`src/rtl/bus_cmd_pkg.sv`:
```
// Shared command-bus definitions used by the memory responder and the accelerator FSMs.
package bus_cmd_pkg;

    // Bus IDs
    localparam logic [1:0] MEM_ID = 2'b00;
    localparam logic [1:0] SHA_ID = 2'b11;

    // Command opcodes; any value with bit 1 set is illegal
    typedef enum logic [1:0] {
        OP_READ  = 2'b00,
        OP_WRITE = 2'b01
    } bus_op_e;

    // Field offsets inside the 8-bit cmd byte
    localparam int CMD_W       = 8;
    localparam int CMD_OP_LSB  = 0;
    localparam int CMD_DST_LSB = 2;
    localparam int CMD_SRC_LSB = 4;

    // ack_out bit positions
    localparam int ACK_OK_BIT  = 0;
    localparam int ACK_ERR_BIT = 2;

    // Responder state encoding
    typedef enum logic [2:0] {
        ST_IDLE     = 3'd0,
        ST_RD_FETCH = 3'd1,
        ST_RD_SEND  = 3'd2,
        ST_WR_RECV  = 3'd3,
        ST_ACK      = 3'd4
    } rsp_state_e;

endpackage

```
`src/rtl/mem_cmd_responder.sv`:
```
// Memory-side command responder: streams a block between the SRAM and the data bus,
// then acknowledges the initiator with a single-cycle ok/err pulse.
module mem_cmd_responder
    import bus_cmd_pkg::*;
#(
    parameter int         ADDRW       = 24,
    parameter logic [1:0] MY_ID       = MEM_ID,
    parameter int         BLOCK_BYTES = 32
) (
    input  logic               clk,
    input  logic               rst_n,
    input  logic               valid_in,
    input  logic [ADDRW+7:0]   data_in,
    output logic               ready_out,
    output logic               bus_req,
    input  logic               bus_grant,
    output logic               tx_valid,
    output logic [7:0]         tx_data,
    input  logic               tx_ready,
    input  logic               rx_valid,
    input  logic [7:0]         rx_data,
    output logic               rx_ready,
    output logic [ADDRW-1:0]   mem_addr,
    output logic               mem_rd_en,
    input  logic [7:0]         mem_rdata,
    output logic               mem_wr_en,
    output logic [7:0]         mem_wdata,
    output logic [2:0]         ack_out
);

    localparam int              CNTW = (BLOCK_BYTES > 1) ? $clog2(BLOCK_BYTES) : 1;
    localparam logic [CNTW-1:0] LAST = CNTW'(BLOCK_BYTES - 1);

    // Command word fields
    logic [ADDRW-1:0] cmd_addr;
    logic [1:0]       cmd_op;
    logic [1:0]       cmd_dst;
    logic [1:0]       cmd_src;

    assign cmd_addr = data_in[ADDRW+7:CMD_W];
    assign cmd_op   = data_in[CMD_OP_LSB  +: 2];
    assign cmd_dst  = data_in[CMD_DST_LSB +: 2];
    assign cmd_src  = data_in[CMD_SRC_LSB +: 2];

    rsp_state_e       state_q,  state_d;
    logic [CNTW-1:0]  cnt_q,    cnt_d;
    logic             err_q,    err_d;
    logic             rfresh_q, rfresh_d;   // first RD_SEND cycle: SRAM output is live
    logic             rdy_q;                // holds ready_out low until one clock after reset
    logic [ADDRW-1:0] addr_q,   addr_d;
    logic [1:0]       src_q,    src_d;
    logic [1:0]       op_q,     op_d;
    logic [7:0]       rbyte_q,  rbyte_d;

    logic [ADDRW-1:0] blk_addr;
    logic [7:0]       tx_byte;

    // Address wraps naturally modulo 2^ADDRW
    assign blk_addr = addr_q + ADDRW'(cnt_q);
    // Bypass SRAM output on the first send cycle, then replay the captured byte
    assign tx_byte  = rfresh_q ? mem_rdata : rbyte_q;

    // Reserved cmd bits and the latched src/op are kept for debug visibility only
    logic unused_bits;
    assign unused_bits = ^{data_in[7:6], src_q, op_q};

    // Next-state and output decode
    always_comb begin
        state_d   = state_q;
        cnt_d     = cnt_q;
        err_d     = err_q;
        rfresh_d  = 1'b0;
        addr_d    = addr_q;
        src_d     = src_q;
        op_d      = op_q;
        rbyte_d   = rbyte_q;
        ready_out = 1'b0;
        bus_req   = 1'b0;
        tx_valid  = 1'b0;
        tx_data   = 8'h00;
        rx_ready  = 1'b0;
        mem_addr  = '0;
        mem_rd_en = 1'b0;
        mem_wr_en = 1'b0;
        mem_wdata = 8'h00;
        ack_out   = 3'b000;

        unique case (state_q)
            ST_IDLE: begin
                ready_out = rdy_q;
                if (valid_in && rdy_q && (cmd_dst == MY_ID)) begin
                    addr_d = cmd_addr;
                    src_d  = cmd_src;
                    op_d   = cmd_op;
                    cnt_d  = '0;
                    err_d  = 1'b0;
                    if (cmd_op == OP_READ) begin
                        state_d = ST_RD_FETCH;
                    end else if (cmd_op == OP_WRITE) begin
                        state_d = ST_WR_RECV;
                    end else begin
                        err_d   = 1'b1;
                        state_d = ST_ACK;
                    end
                end
            end
            ST_RD_FETCH: begin
                bus_req   = 1'b1;
                mem_rd_en = 1'b1;
                mem_addr  = blk_addr;
                rfresh_d  = 1'b1;
                state_d   = ST_RD_SEND;
            end
            ST_RD_SEND: begin
                bus_req  = 1'b1;
                tx_data  = tx_byte;
                tx_valid = bus_grant;
                rbyte_d  = tx_byte;
                if (bus_grant && tx_ready) begin
                    if (cnt_q == LAST) begin
                        state_d = ST_ACK;
                    end else begin
                        cnt_d   = cnt_q + CNTW'(1);
                        state_d = ST_RD_FETCH;
                    end
                end
            end
            ST_WR_RECV: begin
                rx_ready = 1'b1;
                mem_addr = blk_addr;
                if (rx_valid) begin
                    mem_wr_en = 1'b1;
                    mem_wdata = rx_data;
                    if (cnt_q == LAST) begin
                        state_d = ST_ACK;
                    end else begin
                        cnt_d = cnt_q + CNTW'(1);
                    end
                end
            end
            ST_ACK: begin
                ack_out[ACK_OK_BIT]  = ~err_q;
                ack_out[ACK_ERR_BIT] = err_q;
                state_d              = ST_IDLE;
            end
            default: begin
                state_d = ST_IDLE;
            end
        endcase
    end

    // Control state: asynchronously cleared
    always_ff @(posedge clk or negedge rst_n) begin
        if (!rst_n) begin
            state_q  <= ST_IDLE;
            cnt_q    <= '0;
            err_q    <= 1'b0;
            rfresh_q <= 1'b0;
            rdy_q    <= 1'b0;
        end else begin
            state_q  <= state_d;
            cnt_q    <= cnt_d;
            err_q    <= err_d;
            rfresh_q <= rfresh_d;
            rdy_q    <= 1'b1;
        end
    end

    // Datapath holding registers: only meaningful after a command is accepted
    always_ff @(posedge clk) begin
        addr_q  <= addr_d;
        src_q   <= src_d;
        op_q    <= op_d;
        rbyte_q <= rbyte_d;
    end

endmodule

```
`config.mk`:
```
export PLATFORM = sky130hd
export DESIGN_NAME = mem_cmd_responder
export DESIGN_NICKNAME = d
export VERILOG_FILES = /design/src/rtl/bus_cmd_pkg.sv /design/src/rtl/mem_cmd_responder.sv
export SDC_FILE = /design/constraint.sdc
export NUM_CORES = 1
export LEC_CHECK = 0
export ABC_CLOCK_PERIOD_IN_PS = 3000
export BUFFER_PORTS_ARGS = -buffer_cell sky130_fd_sc_hd__buf_2
export CORE_ASPECT_RATIO = 0.5
export CORE_MARGIN = 4
export CORE_UTILIZATION = 49
export CTS_CLUSTER_SIZE = 28
export DETAILED_ROUTE_END_ITERATION = 16
export GPL_ROUTABILITY_DRIVEN = 1
export GPL_TIMING_DRIVEN = 0
export PLACE_DENSITY = 0.9
export SLEW_MARGIN = 15
export SYNTH_ARGS = -nofsm -noshare
export SYNTH_HDL_FRONTEND = slang
export SYNTH_SLANG_ARGS = --single-unit
```
`constraint.sdc`:
```
create_clock -name clk -period 3 [get_ports clk]
set_input_delay 0.45 -clock clk [delete_from_list [all_inputs] [get_ports clk]]
set_output_delay 0.45 -clock clk [all_outputs]
set_load 0.005 [all_outputs]
```
Word level (Yosys, flattened, before mapping)

Cells that the tools add are included.

Add/subtract/negate cells: 2
Multiply operators: 0
Divide/modulo/power cells: 0
Magnitude comparators: 0
Eq/ne operators: 10
Shift operators: 0
Multiplexer cells: 29
Bitwise operators: 1
Reductions and logical operators: 12

Operators by type and width:

| operator                                                               | count |
|---|---|
| 8-bit 2-to-1 mux                                                       | 4 |
| 24-bit by 5-bit adder with 24-bit output                               | 1 |
| 24-bit 2-to-1 mux                                                      | 1 |
| 3-bit 2-to-1 mux                                                       | 7 |
| 5-bit 2-to-1 mux                                                       | 4 |
| 5-bit one-hot mux with 3 select lines                                  | 1 |
| 3-bit one-hot mux with 4 select lines                                  | 1 |
| 1-bit 2-to-1 mux                                                       | 11 |
| 2-bit inequality test (second input constant)                          | 4 |
| 4-bit AND reduction                                                    | 2 |
| 3-bit by 2-bit equality test with 1-bit output (second input constant) | 2 |
| 5-bit by 1-bit adder with 5-bit output (second input constant)         | 1 |
| 5-bit equality test (second input constant)                            | 1 |
| 2-bit logical NOT                                                      | 2 |
| 2-bit OR reduction                                                     | 2 |
| 3-bit by 1-bit equality test with 1-bit output (second input constant) | 1 |
| 3-bit equality test (second input constant)                            | 1 |
| 1-bit logical AND                                                      | 3 |
| 3-bit logical NOT                                                      | 1 |
| 3-bit nonzero test                                                     | 1 |
| 2-bit by 1-bit equality test with 1-bit output (second input constant) | 1 |
| 2-bit AND reduction                                                    | 1 |
| 1-bit NOT                                                              | 1 |

Register bits after elaboration: 43
Latch bits: 0
Memory bits (writable): 0
Bits in read-only memories: 0
Output and inout bits: 49
Memories kept: 0

Longest topological paths before layout

Depth after elaboration: 5
Mapped depth: 8
Gate-level depth less buffers: 8

Worst setup path after synthesis

No wires, ideal clock.

Path type: reg-to-reg
From: register state_q[2]
To: register err_q
Data arrival time: 2621 ps
Required time: 2875 ps
Setup slack: 254 ps
Stages on the path, launching flop included: 4
Buffers on the path: 1
Period minus slack after synthesis: 2746 ps
Cell sequence: dfrtp_1 > clkbuf_1 > nor4_2 > mux2_2

Word-level cells in the longest chain between the ends: 2

Ends and longest elaborated chain:

| element                       | line                     | RTL |
|---|---|---|
| start, declared               | mem_cmd_responder.sv:45  | `rsp_state_e state_q, state_d;` |
| start signal, assigned        | mem_cmd_responder.sv:161 | `state_q <= state_d;` |
| 3-bit logical NOT             | mem_cmd_responder.sv:88  | `unique case (state_q)` |
| 2-bit AND reduction (no line) | n/a                      |  |
| end signal, assigned          | mem_cmd_responder.sv:163 | `err_q <= err_d;` |
| end, declared                 | mem_cmd_responder.sv:47  | `logic err_q, err_d;` |

No other way between the ends.
A chain may end at the register's enable or synchronous reset.

Worst setup path in the final report

From: register cnt_q[0]
To: output port mem_addr[22]

Word-level cells in the longest chain between the ends: 2

Ends and longest elaborated chain:

| element                                  | line                     | RTL |
|---|---|---|
| start, declared                          | mem_cmd_responder.sv:46  | `logic [CNTW-1:0] cnt_q, cnt_d;` |
| start signal, assigned                   | mem_cmd_responder.sv:162 | `cnt_q <= cnt_d;` |
| 24-bit by 5-bit adder with 24-bit output | mem_cmd_responder.sv:59  | `assign blk_addr = addr_q + ADDRW'(cnt_q);` |
| 24-bit 2-to-1 mux                        | mem_cmd_responder.sv:88  |  |
| end, declared                            | mem_cmd_responder.sv:23  | `output logic [ADDRW-1:0] mem_addr,` |

No other way between the ends.

==> key figures <==
Cells and area
  – Share of cells above drive strength 1: 0.399
  – Fin nets: approximately 420
  – Diode count: 0
  – Fin util: 0.672
  – Synthesis-to-layout area growth: 30.1%
  – Final non-filler cell total: approximately 430
  – Final Instance Area: 3360 µm²

STA
  – Final worst path period share: 0.972
  – Slew @ Worst Pin: 0.593 ns
  – Final Setup Violations: 0
  – Final Critical Period: 2.92 ns
  – Max frequency: ~340 MHz
  – Final hold viol count: 0
  – Max Clock Skew: 0.00753 ns
  – Slew Viols, Final: 0
  – Max-slew headroom: 0.604

Critical path
  – Critical path type: reg -> out
  – Crit path largest cell delay: between 0.4 and 0.5 ns
  – Max stage delay cell, worst path: dfrtp_1
  – WP data required: about 2.6 ns
  – Worst path cell trace: ha_2 -> inv_1 -> fa_2 -> nor2b_4 -> o2111ai_4 -> a21oi_2 -> a31oi_1 -> a41o_1 -> buf_2
  – Startpoint types: flip-flop
  – CP top delay family: compound AO/OA/AOI/OAI gates
  – Data arrival time of the critical path: 2.47 ns
  – Worst path buffer plus inverter count: 2
  – Crit end category: primary output
  – CP Max Fanout: 6

Synthesis
  – Distinct cells, synth: 52
  – Synth Area per Inst: between 10 and 15 µm²
  – Largest area contributor in the netlist: edfxtp_1
  – Seq/Total Area, Yosys: 0.479
  – Predominant post-synthesis flop cell: edfxtp_1
  – Post-synth top area share: 0.372
  – Synth area leaders: edfxtp_1 (37%), dfrtp_1 (11%), nor2_1 (4.2%), mux2_2 (3.9%), and3_1 (3.4%)
  – Syn_nets: approximately 310
  – Synthesized area: ~2600 µm²
  – Number of synthesized flops with an enable pin: 32
  – Number of synthesized register bits: 43
  – Synth warn: 0
  – Fraction of registers with async set/reset: 0.256
  – Most common cell in the synthesized netlist: edfxtp_1
  – Commonest cells post-synth: edfxtp_1 (32), nor2_1 (29), nand2_1 (20)
  – Synth Instances: 250

Clocking
  – Clock root cell: clkbuf_8
  – H-tree levels: 2
  – Worst-skew pair later-pin latency: ~0.3 ns
  – CTS tree: built
  – Max Buffers Root-to-Sink: 2
  – Total clock buffers created by CTS: 5
  – CTS clk-pin slew, worst paths: 0.08 ns
  – CTS sink count: 43

Global routing
  – Vias in the first global route: about 2400
  – Antenna violations before repair: 0
  – Pin count of the biggest net entering global routing: 15
  – Total Routing Usage GR: 0.196
  – Gr ovfl total: 0
  – First-pass GRT wire length: approximately 11 mm

Power
  – Maximum vdd ir drop: between 0.0003 and 0.0004 V
  – Power per Cell Area: approximately 670 nW/µm²
  – Net Switching: ~0.00085 W
  – Switch share: 0.378
  – Reg power frac: 0.371
  – Int Pwr: around 0.0014 W
  – Clock Power Share: 0.174
  – Combinational share of power: 0.455
  – Pleak: 1.55 nW

Detailed routing
  – Drt via density: about 5.4
  – DRT Wirelength: between 6 and 7 mm
  – DR iter-0 viols: around 170
  – 1st-pass router iterations: 4
  – Per-cell routed wire length: 15.3 µm
  – DRC violations left: 0
  – Detail Route Antenna Nets: 0
  – Via count: 2340

Die
  – Starting density of the core: 0.517
  – CORE AREA: about 5000 µm²
  – Die Ht: 59.3 µm
  – I/O Pins: roughly 100
  – Die width: 111 µm
  – Num rows: 18
  – Die ar.: 6570 µm²

Place
  – Post-DP HPWL: 4.91 mm
  – Post-placement cell count: 419
  – I/O Buffers: 97
  – GPL Wtd Cong: ~0.85
  – Placed Area: 3190 µm²

Worst hold path
  – Tightest Hold Check Type: in -> async

Run status
  – Status: completed

Job
  – Max-cap violation count: 0
kinds of logic (layout without fill, tap and decap cells):
group                      count (synthesis)  in the layout  share of synthesized area
AOI/OAI and AO/OA                         40             40                      0.108
and+or+nand+nor                          112            112                      0.235
adders and majority gates                  8              8                     0.0417
xor gates and xnor gates                  18             18                     0.0610
muxes                                      9              9                     0.0392
buffers and inverters                     18            131                     0.0334
other                                      2              2                    0.00291
DFF                                       43             43                      0.479
metrics by stage:
step           hold WS (ns)  total power, W  setup WS, ns  setup TNS [ns]
6_report            0.00190         0.00224        0.0829               0
5_1_grt              0.0107         0.00240       -0.0555          -0.121
4_1_cts              0.0124         0.00221      -0.00125        -0.00125
3_5_place_dp          0.331         0.00182         0.161               0
3_3_place_gp          0.328         0.00176        -0.326           -5.13
2_1_floorplan         0.154         0.00145         0.254               0
per-layer routing:
layer	vias to the layer above	part of all wire	GRT usage
met2	111	0.50	0.362
met4	0	0.025	0.0702
li1	1115	-	-
met1	1095	0.40	0.226
met5	-	0	0
met3	19	0.075	0.0530
power groups by stage:
stage                     Clock, W  Sequential [W]  Combinational, W
final                     0.000390        0.000832           0.00102
after global routing      0.000421        0.000843           0.00114
after CTS                 0.000389        0.000833          0.000984
after detailed placement         0        0.000846          0.000978
after global placement           0        0.000836          0.000928
after floorplan                  0        0.000823          0.000627
state kept, by name (all words and copies together), names as in the netlist:
register	count
err_q	1
rdy_q	1
rfresh_q	1
state_q	3
cnt_q	5
addr_q	24
rbyte_q	8
layout by cell type, fill, tap and decap left out, types with 3 or more instances in the layout:
master,n
xor2_1,10
xnor2_1,8
nand3_1,10
inv_1,7
nor2_1,29
a211oi_1,3
buf_4,8
nand4_1,3
buf_2,98
nand2_1,20
mux2_2,9
ha_1,6
clkbuf_8,7
nor2b_1,4
and2_1,11
dfrtp_1,11
and3_1,14
edfxtp_1,32
and2_2,4
a21oi_1,6
clkbuf_1,8
o21ai_0,10
worst paths after layout:
kind                       slack [ns]                  from                endpoint  depth (start not counted)
hold / removal                  0.002                 rst_n       err_q$_DFFE_PN0P_                          1
setup reg to reg                 0.88  cnt_q[1]$_DFFE_PN0P_  state_q[1]$_DFFE_PN0P_                          8
min in group clk                 0.31           data_in[20]    addr_q[12]$_DFFE_PP_                          1
hold reg to reg                  0.55     err_q$_DFFE_PN0P_       err_q$_DFFE_PN0P_                          1
max in group asynchronous        2.79                 rst_n  state_q[1]$_DFFE_PN0P_                          1
setup / recovery                 0.08  cnt_q[0]$_DFFE_PN0P_            mem_addr[22]                          9
repair_timing:
item,in CTS,in global routing
hold buffers,0,0
pin swaps,1,3
endpoints found under the setup margin,4,7
resized for setup,2,6
setup buffers,2,4
area by class of cell:
class                           instances  area (µm²)
Clock inverter                          1        5.00
Timing Repair Buffer                  105         553
Tap cell                               70        87.6
Sequential cell                        43        1240
Inverter                                7        26.3
Buffer                                 11        60.1
Fill cell                             383        1640
Clock buffer                            7        86.3
Multi-Input combinational cell        189        1310
Note: power is estimated with default switching activity, not from simulation.
